## src/rtl/slot_i2s_transmitter_pkg.sv

```systemverilog
// Shared definitions for the slot I2S transmitter.
//   slot_mode_t    : DAC2 (2 channels, one data line) / DAC8 (8 channels, four lines)
//   channels_for() : channel count carried by a slot mode
package slot_i2s_transmitter_pkg;

    localparam int I2S_SLOT_BITS_DEFAULT = 32;
    localparam int I2S_MAX_LINES         = 4;
    localparam int I2S_MAX_CHANNELS      = 2 * I2S_MAX_LINES;

    typedef enum logic {
        SLOT_DAC2 = 1'b0,
        SLOT_DAC8 = 1'b1
    } slot_mode_t;

    function automatic int channels_for(slot_mode_t mode);
        return (mode == SLOT_DAC8) ? 8 : 2;
    endfunction

endpackage

```

## src/rtl/i2s_clock_gen.sv

```systemverilog
// Bit/word clock generator for the slot I2S transmitter.
// Ports:
//   clk, reset_n   master clock, async active-low reset
//   enable         run; low holds the divider and bit counter at zero
//   bck, lrck      registered bit clock and word clock
//   bck_fall       strobe: this clk edge is a falling bck edge
//   frame_start    strobe: bit_idx becomes 0 on this clk edge
//   first_cycle    strobe: first enabled cycle (also a frame start)
//   slot_pos_nxt   slot position that bit_idx takes on this edge
//   half_nxt       channel half (0 left, 1 right) that bit_idx takes on this edge
module i2s_clock_gen #(
    parameter int SLOT_BITS    = 32,
    parameter int MCLK_PER_BCK = 4,
    localparam int PW          = $clog2(SLOT_BITS)
) (
    input  logic          clk,
    input  logic          reset_n,
    input  logic          enable,
    output logic          bck,
    output logic          lrck,
    output logic          bck_fall,
    output logic          frame_start,
    output logic          first_cycle,
    output logic [PW-1:0] slot_pos_nxt,
    output logic          half_nxt
);
    localparam int DW = $clog2(MCLK_PER_BCK);
    localparam int BW = $clog2(2 * SLOT_BITS);
    localparam logic [DW-1:0] DIV_LAST = DW'(MCLK_PER_BCK - 1);
    localparam logic [DW-1:0] DIV_HALF = DW'(MCLK_PER_BCK / 2);
    localparam logic [BW-1:0] BIT_LAST = BW'(2 * SLOT_BITS - 1);
    localparam logic [BW-1:0] BIT_HALF = BW'(SLOT_BITS);

    logic          active;
    logic [DW-1:0] div_cnt, div_nxt;
    logic [BW-1:0] bit_idx, bit_nxt;

    always_comb begin
        div_nxt     = '0;
        bit_nxt     = '0;
        bck_fall    = 1'b0;
        first_cycle = enable && !active;
        if (enable && active) begin
            bck_fall = (div_cnt == DIV_LAST);
            div_nxt  = bck_fall ? '0 : div_cnt + 1'b1;
            bit_nxt  = bit_idx;
            if (bck_fall) begin
                bit_nxt = (bit_idx == BIT_LAST) ? '0 : bit_idx + 1'b1;
            end
        end
        frame_start  = first_cycle || (bck_fall && (bit_idx == BIT_LAST));
        half_nxt     = (bit_nxt >= BIT_HALF);
        slot_pos_nxt = half_nxt ? PW'(bit_nxt - BIT_HALF) : PW'(bit_nxt);
    end

    // bck and lrck are registered from the next-state values so they move
    // on the same clk edge as the counters that define them.
    always_ff @(posedge clk or negedge reset_n) begin
        if (!reset_n) begin
            active  <= 1'b0;
            div_cnt <= '0;
            bit_idx <= '0;
            bck     <= 1'b0;
            lrck    <= 1'b0;
        end else begin
            active  <= enable;
            div_cnt <= div_nxt;
            bit_idx <= bit_nxt;
            bck     <= (div_nxt >= DIV_HALF);
            lrck    <= half_nxt;
        end
    end

endmodule

```

## src/rtl/slot_i2s_transmitter.sv

```systemverilog
// I2S master transmitter for one DAC slot (2 or 8 channels).
// Ports:
//   clk, reset_n        master clock, async active-low reset
//   enable              run; low returns the block to idle on the next clk
//   chan                0 = DAC2, 1 = DAC8; latched when enable rises
//   in_valid/in_ready   sample stream handshake, in_data in channel order
//   bck, lrck, sdata    serial outputs (line k carries channels 2k / 2k+1)
//   underrun            one-cycle pulse at a frame start that found an incomplete frame
module slot_i2s_transmitter
    import slot_i2s_transmitter_pkg::*;
#(
    parameter int SAMPLE_WIDTH = 24,
    parameter int SLOT_BITS    = I2S_SLOT_BITS_DEFAULT,
    parameter int MCLK_PER_BCK = 4
) (
    input  logic                     clk,
    input  logic                     reset_n,
    input  logic                     enable,
    input  logic                     chan,
    input  logic                     in_valid,
    output logic                     in_ready,
    input  logic [SAMPLE_WIDTH-1:0]  in_data,
    output logic                     bck,
    output logic                     lrck,
    output logic [I2S_MAX_LINES-1:0] sdata,
    output logic                     underrun
);
    localparam int PW  = $clog2(SLOT_BITS);
    localparam int CW  = $clog2(I2S_MAX_CHANNELS + 1);
    localparam int IW  = $clog2(I2S_MAX_CHANNELS);
    localparam int BSW = $clog2(SAMPLE_WIDTH + 1);

    logic                    bck_fall, frame_start, first_cycle, half_nxt;
    logic [PW-1:0]           slot_pos_nxt;
    slot_mode_t              mode_r;
    logic [CW-1:0]           count, n_ch;
    logic                    xfer, buf_full;
    logic [BSW-1:0]          bit_sel;
    logic [I2S_MAX_LINES-1:0] sdata_nxt;
    logic [SAMPLE_WIDTH-1:0] cap_buf [I2S_MAX_CHANNELS];
    logic [SAMPLE_WIDTH-1:0] shadow  [I2S_MAX_CHANNELS];

    i2s_clock_gen #(
        .SLOT_BITS    (SLOT_BITS),
        .MCLK_PER_BCK (MCLK_PER_BCK)
    ) u_clock_gen (
        .clk          (clk),
        .reset_n      (reset_n),
        .enable       (enable),
        .bck          (bck),
        .lrck         (lrck),
        .bck_fall     (bck_fall),
        .frame_start  (frame_start),
        .first_cycle  (first_cycle),
        .slot_pos_nxt (slot_pos_nxt),
        .half_nxt     (half_nxt)
    );

    // In the first enabled cycle the mode is not latched yet, so the pin is used.
    assign n_ch     = CW'(channels_for(first_cycle ? slot_mode_t'(chan) : mode_r));
    assign in_ready = reset_n && enable && (count < n_ch);
    assign xfer     = in_valid && in_ready;
    assign buf_full = (count == n_ch);

    // Slot position 0 is the one-bck I2S delay bit; positions 1..SAMPLE_WIDTH
    // carry the word MSB first; the rest of the slot is zero padding.
    always_comb begin
        sdata_nxt = '0;
        bit_sel   = BSW'(SAMPLE_WIDTH - int'(slot_pos_nxt));
        if (slot_pos_nxt != '0 && int'(slot_pos_nxt) <= SAMPLE_WIDTH) begin
            for (int k = 0; k < I2S_MAX_LINES; k++) begin
                if (k == 0 || mode_r == SLOT_DAC8) begin
                    sdata_nxt[k] = shadow[{k[1:0], half_nxt}][bit_sel];
                end
            end
        end
    end

    always_ff @(posedge clk or negedge reset_n) begin
        if (!reset_n) begin
            mode_r   <= SLOT_DAC2;
            count    <= '0;
            underrun <= 1'b0;
            sdata    <= '0;
            for (int i = 0; i < I2S_MAX_CHANNELS; i++) begin
                cap_buf[i] <= '0;
                shadow[i]  <= '0;
            end
        end else if (!enable) begin
            count    <= '0;
            underrun <= 1'b0;
            sdata    <= '0;
            for (int i = 0; i < I2S_MAX_CHANNELS; i++) begin
                cap_buf[i] <= '0;
                shadow[i]  <= '0;
            end
        end else begin
            underrun <= 1'b0;
            if (first_cycle) begin
                mode_r <= slot_mode_t'(chan);
            end
            if (xfer) begin
                cap_buf[count[IW-1:0]] <= in_data;
            end
            // in_ready is low whenever buf_full, so no transfer collides with the copy.
            if (frame_start && buf_full) begin
                count <= '0;
                for (int i = 0; i < I2S_MAX_CHANNELS; i++) begin
                    shadow[i] <= cap_buf[i];
                end
            end else begin
                count <= count + CW'(xfer);
                if (frame_start) begin
                    underrun <= !first_cycle;
                    for (int i = 0; i < I2S_MAX_CHANNELS; i++) begin
                        shadow[i] <= '0;
                    end
                end
            end
            if (bck_fall || first_cycle) begin
                sdata <= sdata_nxt;
            end
        end
    end

endmodule

```

## config.mk

```make
export PLATFORM = sky130hd
export DESIGN_NAME = slot_i2s_transmitter
export DESIGN_NICKNAME = d
export VERILOG_FILES = /design/src/rtl/slot_i2s_transmitter_pkg.sv /design/src/rtl/i2s_clock_gen.sv /design/src/rtl/slot_i2s_transmitter.sv
export SDC_FILE = /design/constraint.sdc
export NUM_CORES = 1
export LEC_CHECK = 0
export ABC_AREA = 1
export BUFFER_PORTS_ARGS = -buffer_cell sky130_fd_sc_hd__buf_2
export CORE_ASPECT_RATIO = 2
export CORE_MARGIN = 1.5
export CORE_UTILIZATION = 56
export DETAILED_ROUTE_END_ITERATION = 6
export GPL_ROUTABILITY_DRIVEN = 1
export HOLD_SLACK_MARGIN = 0.03
export PLACE_DENSITY = 0.72
export SYNTH_ARGS = -nofsm -noshare
export SYNTH_HDL_FRONTEND = slang
export SYNTH_SLANG_ARGS = --single-unit
```

## constraint.sdc

```tcl
create_clock -name clk -period 6.42 [get_ports clk]
set_input_delay 1.284 -clock clk [delete_from_list [all_inputs] [get_ports clk]]
set_output_delay 1.284 -clock clk [all_outputs]
set_load 0.02 [all_outputs]
```

==> metrics.txt <==
clk buf depth 3; crit end category output port; critical path type in2out; CP Launch Type input pin; Final Hold Fails 0; max frequency 231 MHz; Die H 249 um; share of cells above drive strength 1 0.0703; Yosys cell types 30; first-pass GRT wire length 78.1 mm; CP Data Arrival Time 3.05 ns; Root Buffer clkbuf_16; MaxCap Viol Count 0; hold_sp u_clock_gen.div_cnt[0]; Critical Path Source enable; unrepaired setup endpoints after global routing no; Nets 1880; count leader, synth nand2_1; Post-synth top cells nand2_1, dfrtp_1, inv_1; gpl congestion 0.980; hold_ws 0.446 ns; Synth Register Bits 405; Inserted Clock Buffers 36; r2r worst-path depth 15; post-DP HPWL 29.2 mm; clk sinks 405; Primary FF master, synth dfrtp_1; max_slew headroom 0.209; Avg Inst Size Synth 9.09 um^2; Hold-fix buffers, CTS 0; full die area 0.0313 mm^2; failing checks DRC; drt first-iter violations 1355; total wire length 49.7 mm; Netlist Area Pre-Place 0.0169 mm^2; r2r endpoint sdata[2]; VDD IR max 0.213 mV; Rows 89; Setup Skew 0.0173 ns; initial antenna violation count 0; FILL cells 2489; hold endpoint u_clock_gen.div_cnt[0]; Final Max Slew Viols 0; register area share after synthesis 0.599; status complete, but fails checks; wire per inst 22.3 um; largest cells by area after synthesis dfrtp_1, nand2_1, o22ai_1, nand3_1, o21ai_0; Area Growth Syn to Fin 8.57%; CP Max Fanout 18; Async SR Flop Fraction 1.00; drt drc 5; CTS resizes 0; R2R setup slack 2.97 ns; Syn. warnings 0; post-DR vias/cell 6.18; vias in the first global route 14088; Total Power 0.00488 W; H-tree Lvls 2; Syn Nets 1897; Worst Hold Depth 1; final critical-path required period 4.33 ns; Clk pin slew, worst setup/hold paths 0.06 ns; final-report setup violation count 0; Pre-antenna DRT Iters 7; largest net degree at the start of global routing 115; Final ANT Viol Nets 0; Tightest Pin Transition 1.19 ns; via count 13765; final worst-path cycle share 0.675; TritonCTS clock tree built; reg-to-reg startpoint u_clock_gen.bit_idx[1]; PortBufs 36; area of the multi-input gates 0.00535 mm^2; Synth Instances 1861; share of the core filled with cells 0.620; Reg area 0.0101 mm^2; GR Util All Layers 0.325; HP Class reg2reg; Core Box Area 0.0296 mm^2; TNS Setup 0 ns; top cell type's share of synthesized area 0.599; ant diodes 0; Die X 126 um; Initial Utilization 0.571; Worst Path Required 5.14 ns; grt ovf 0; worst-skew pair later-pin latency 0.53 ns; setup repair bufs after CTS 0; leading area contributor after synthesis dfrtp_1; PD cells 266 mW/mm^2; IO Count 37; Post-synth EDFFs 0; Lkg Pwr 8.19 nW
==> cells by family after synthesis <==
family	Yosys count	share of synthesized area
and+or+nand+nor	675	0.169
AOI/OAI and AO/OA	411	0.139
DFF	405	0.599
buffers and inverters	359	0.0857
adders and majority gates	7	0.00518
xor gates and xnor gates	4	0.00207
==> area by class of cell <==
cell class | instances | area share
clock buffers | 53 | 0.0581
clock inverters | 5 | 0.00170
inverters | 242 | 0.0495
multi-input cells | 1097 | 0.292
flip-flops and latches | 405 | 0.552
well taps | 364 | 0.0248
repair buffers | 62 | 0.0224
==> per-stage QoR <==
step,cell area [um^2],setup slack (ns),instances
finish,18400,2.09,2228
global route,18400,1.95,2228
CTS,18400,2.09,2228
detailed placement,17300,1.75,2170
global placement,17300,1.84,2170
floorplan,16900,2.53,1861
==> registers in the layout (all words and copies together) (netlist names) <==
register / cells
u_clock_gen.bit_idx: 6
shadow: 192
u_clock_gen.div_cnt: 2
u_clock_gen.bck: 1
cap_buf: 192
underrun: 1
count: 4
sdata: 4
mode_r: 1
u_clock_gen.active: 1
u_clock_gen.lrck: 1
==> per-layer routing <==
metal	vias up	track usage	wire length, um
met5	-	0	0
met4	0	0.222	3560
met3	191	0.0546	3630
met2	655	0.526	24000
met1	6818	0.399	18500
li1	6101	-	-
==> how the worst max path moves through the flow <==
stage                              to  slack (ns)  cells after the start
final                        in_ready        2.09                      9
after global routing         in_ready        1.95                      9
after CTS                    in_ready        2.09                      9
after detailed placement  cap_buf[62]        1.75                     12
after global placement    cap_buf[54]        1.84                     12
after floorplan              in_ready        2.53                      8
==> report_power, final <==
part	internal, W	switching [W]
clock network	0.00115	0.000927
registers	0.00256	0.00000531
logic	0.0000381	0.000203
total	0.00375	0.00114
==> cells in the final DEF, fill, tap and decap left out, types with 2 or more instances in the layout <==
| master | synthesis | routed |
|---|---|---|
| clkbuf_1 | 68 | 8 |
| nor2_1 | 27 | 27 |
| or2_2 | 2 | 2 |
| nand2_1 | 417 | 416 |
| clkbuf_16 | 0 | 37 |
| nand3_1 | 214 | 214 |
| buf_4 | 6 | 24 |
| o211ai_1 | 16 | 16 |
| nor2_4 | 1 | 2 |
| inv_2 | 7 | 7 |
| o21ai_0 | 192 | 192 |
| nand2_4 | 2 | 3 |
| inv_1 | 235 | 235 |
| buf_2 | 27 | 35 |
| clkbuf_8 | 0 | 8 |
| buf_12 | 0 | 2 |
| dfrtp_1 | 405 | 405 |
| o21a_1 | 2 | 2 |
| nor3_1 | 5 | 5 |
| o22ai_1 | 191 | 191 |
| clkinv_2 | 0 | 3 |
| xnor2_1 | 2 | 2 |
| a21oi_1 | 7 | 7 |
| xor2_1 | 2 | 2 |
| nand2_2 | 4 | 3 |
| ha_1 | 7 | 7 |
==> critical path, stage by stage <==
cell and delay [ns]:
buf_2 0.30, inv_1 0.14, or2_2 0.31, o21ai_0 0.31
ha_1 0.31, nand2_1 0.07, nand4_1 0.07, inv_1 0.09
buf_2 0.16
No activity file was read; power rests on OpenSTA's default activity.
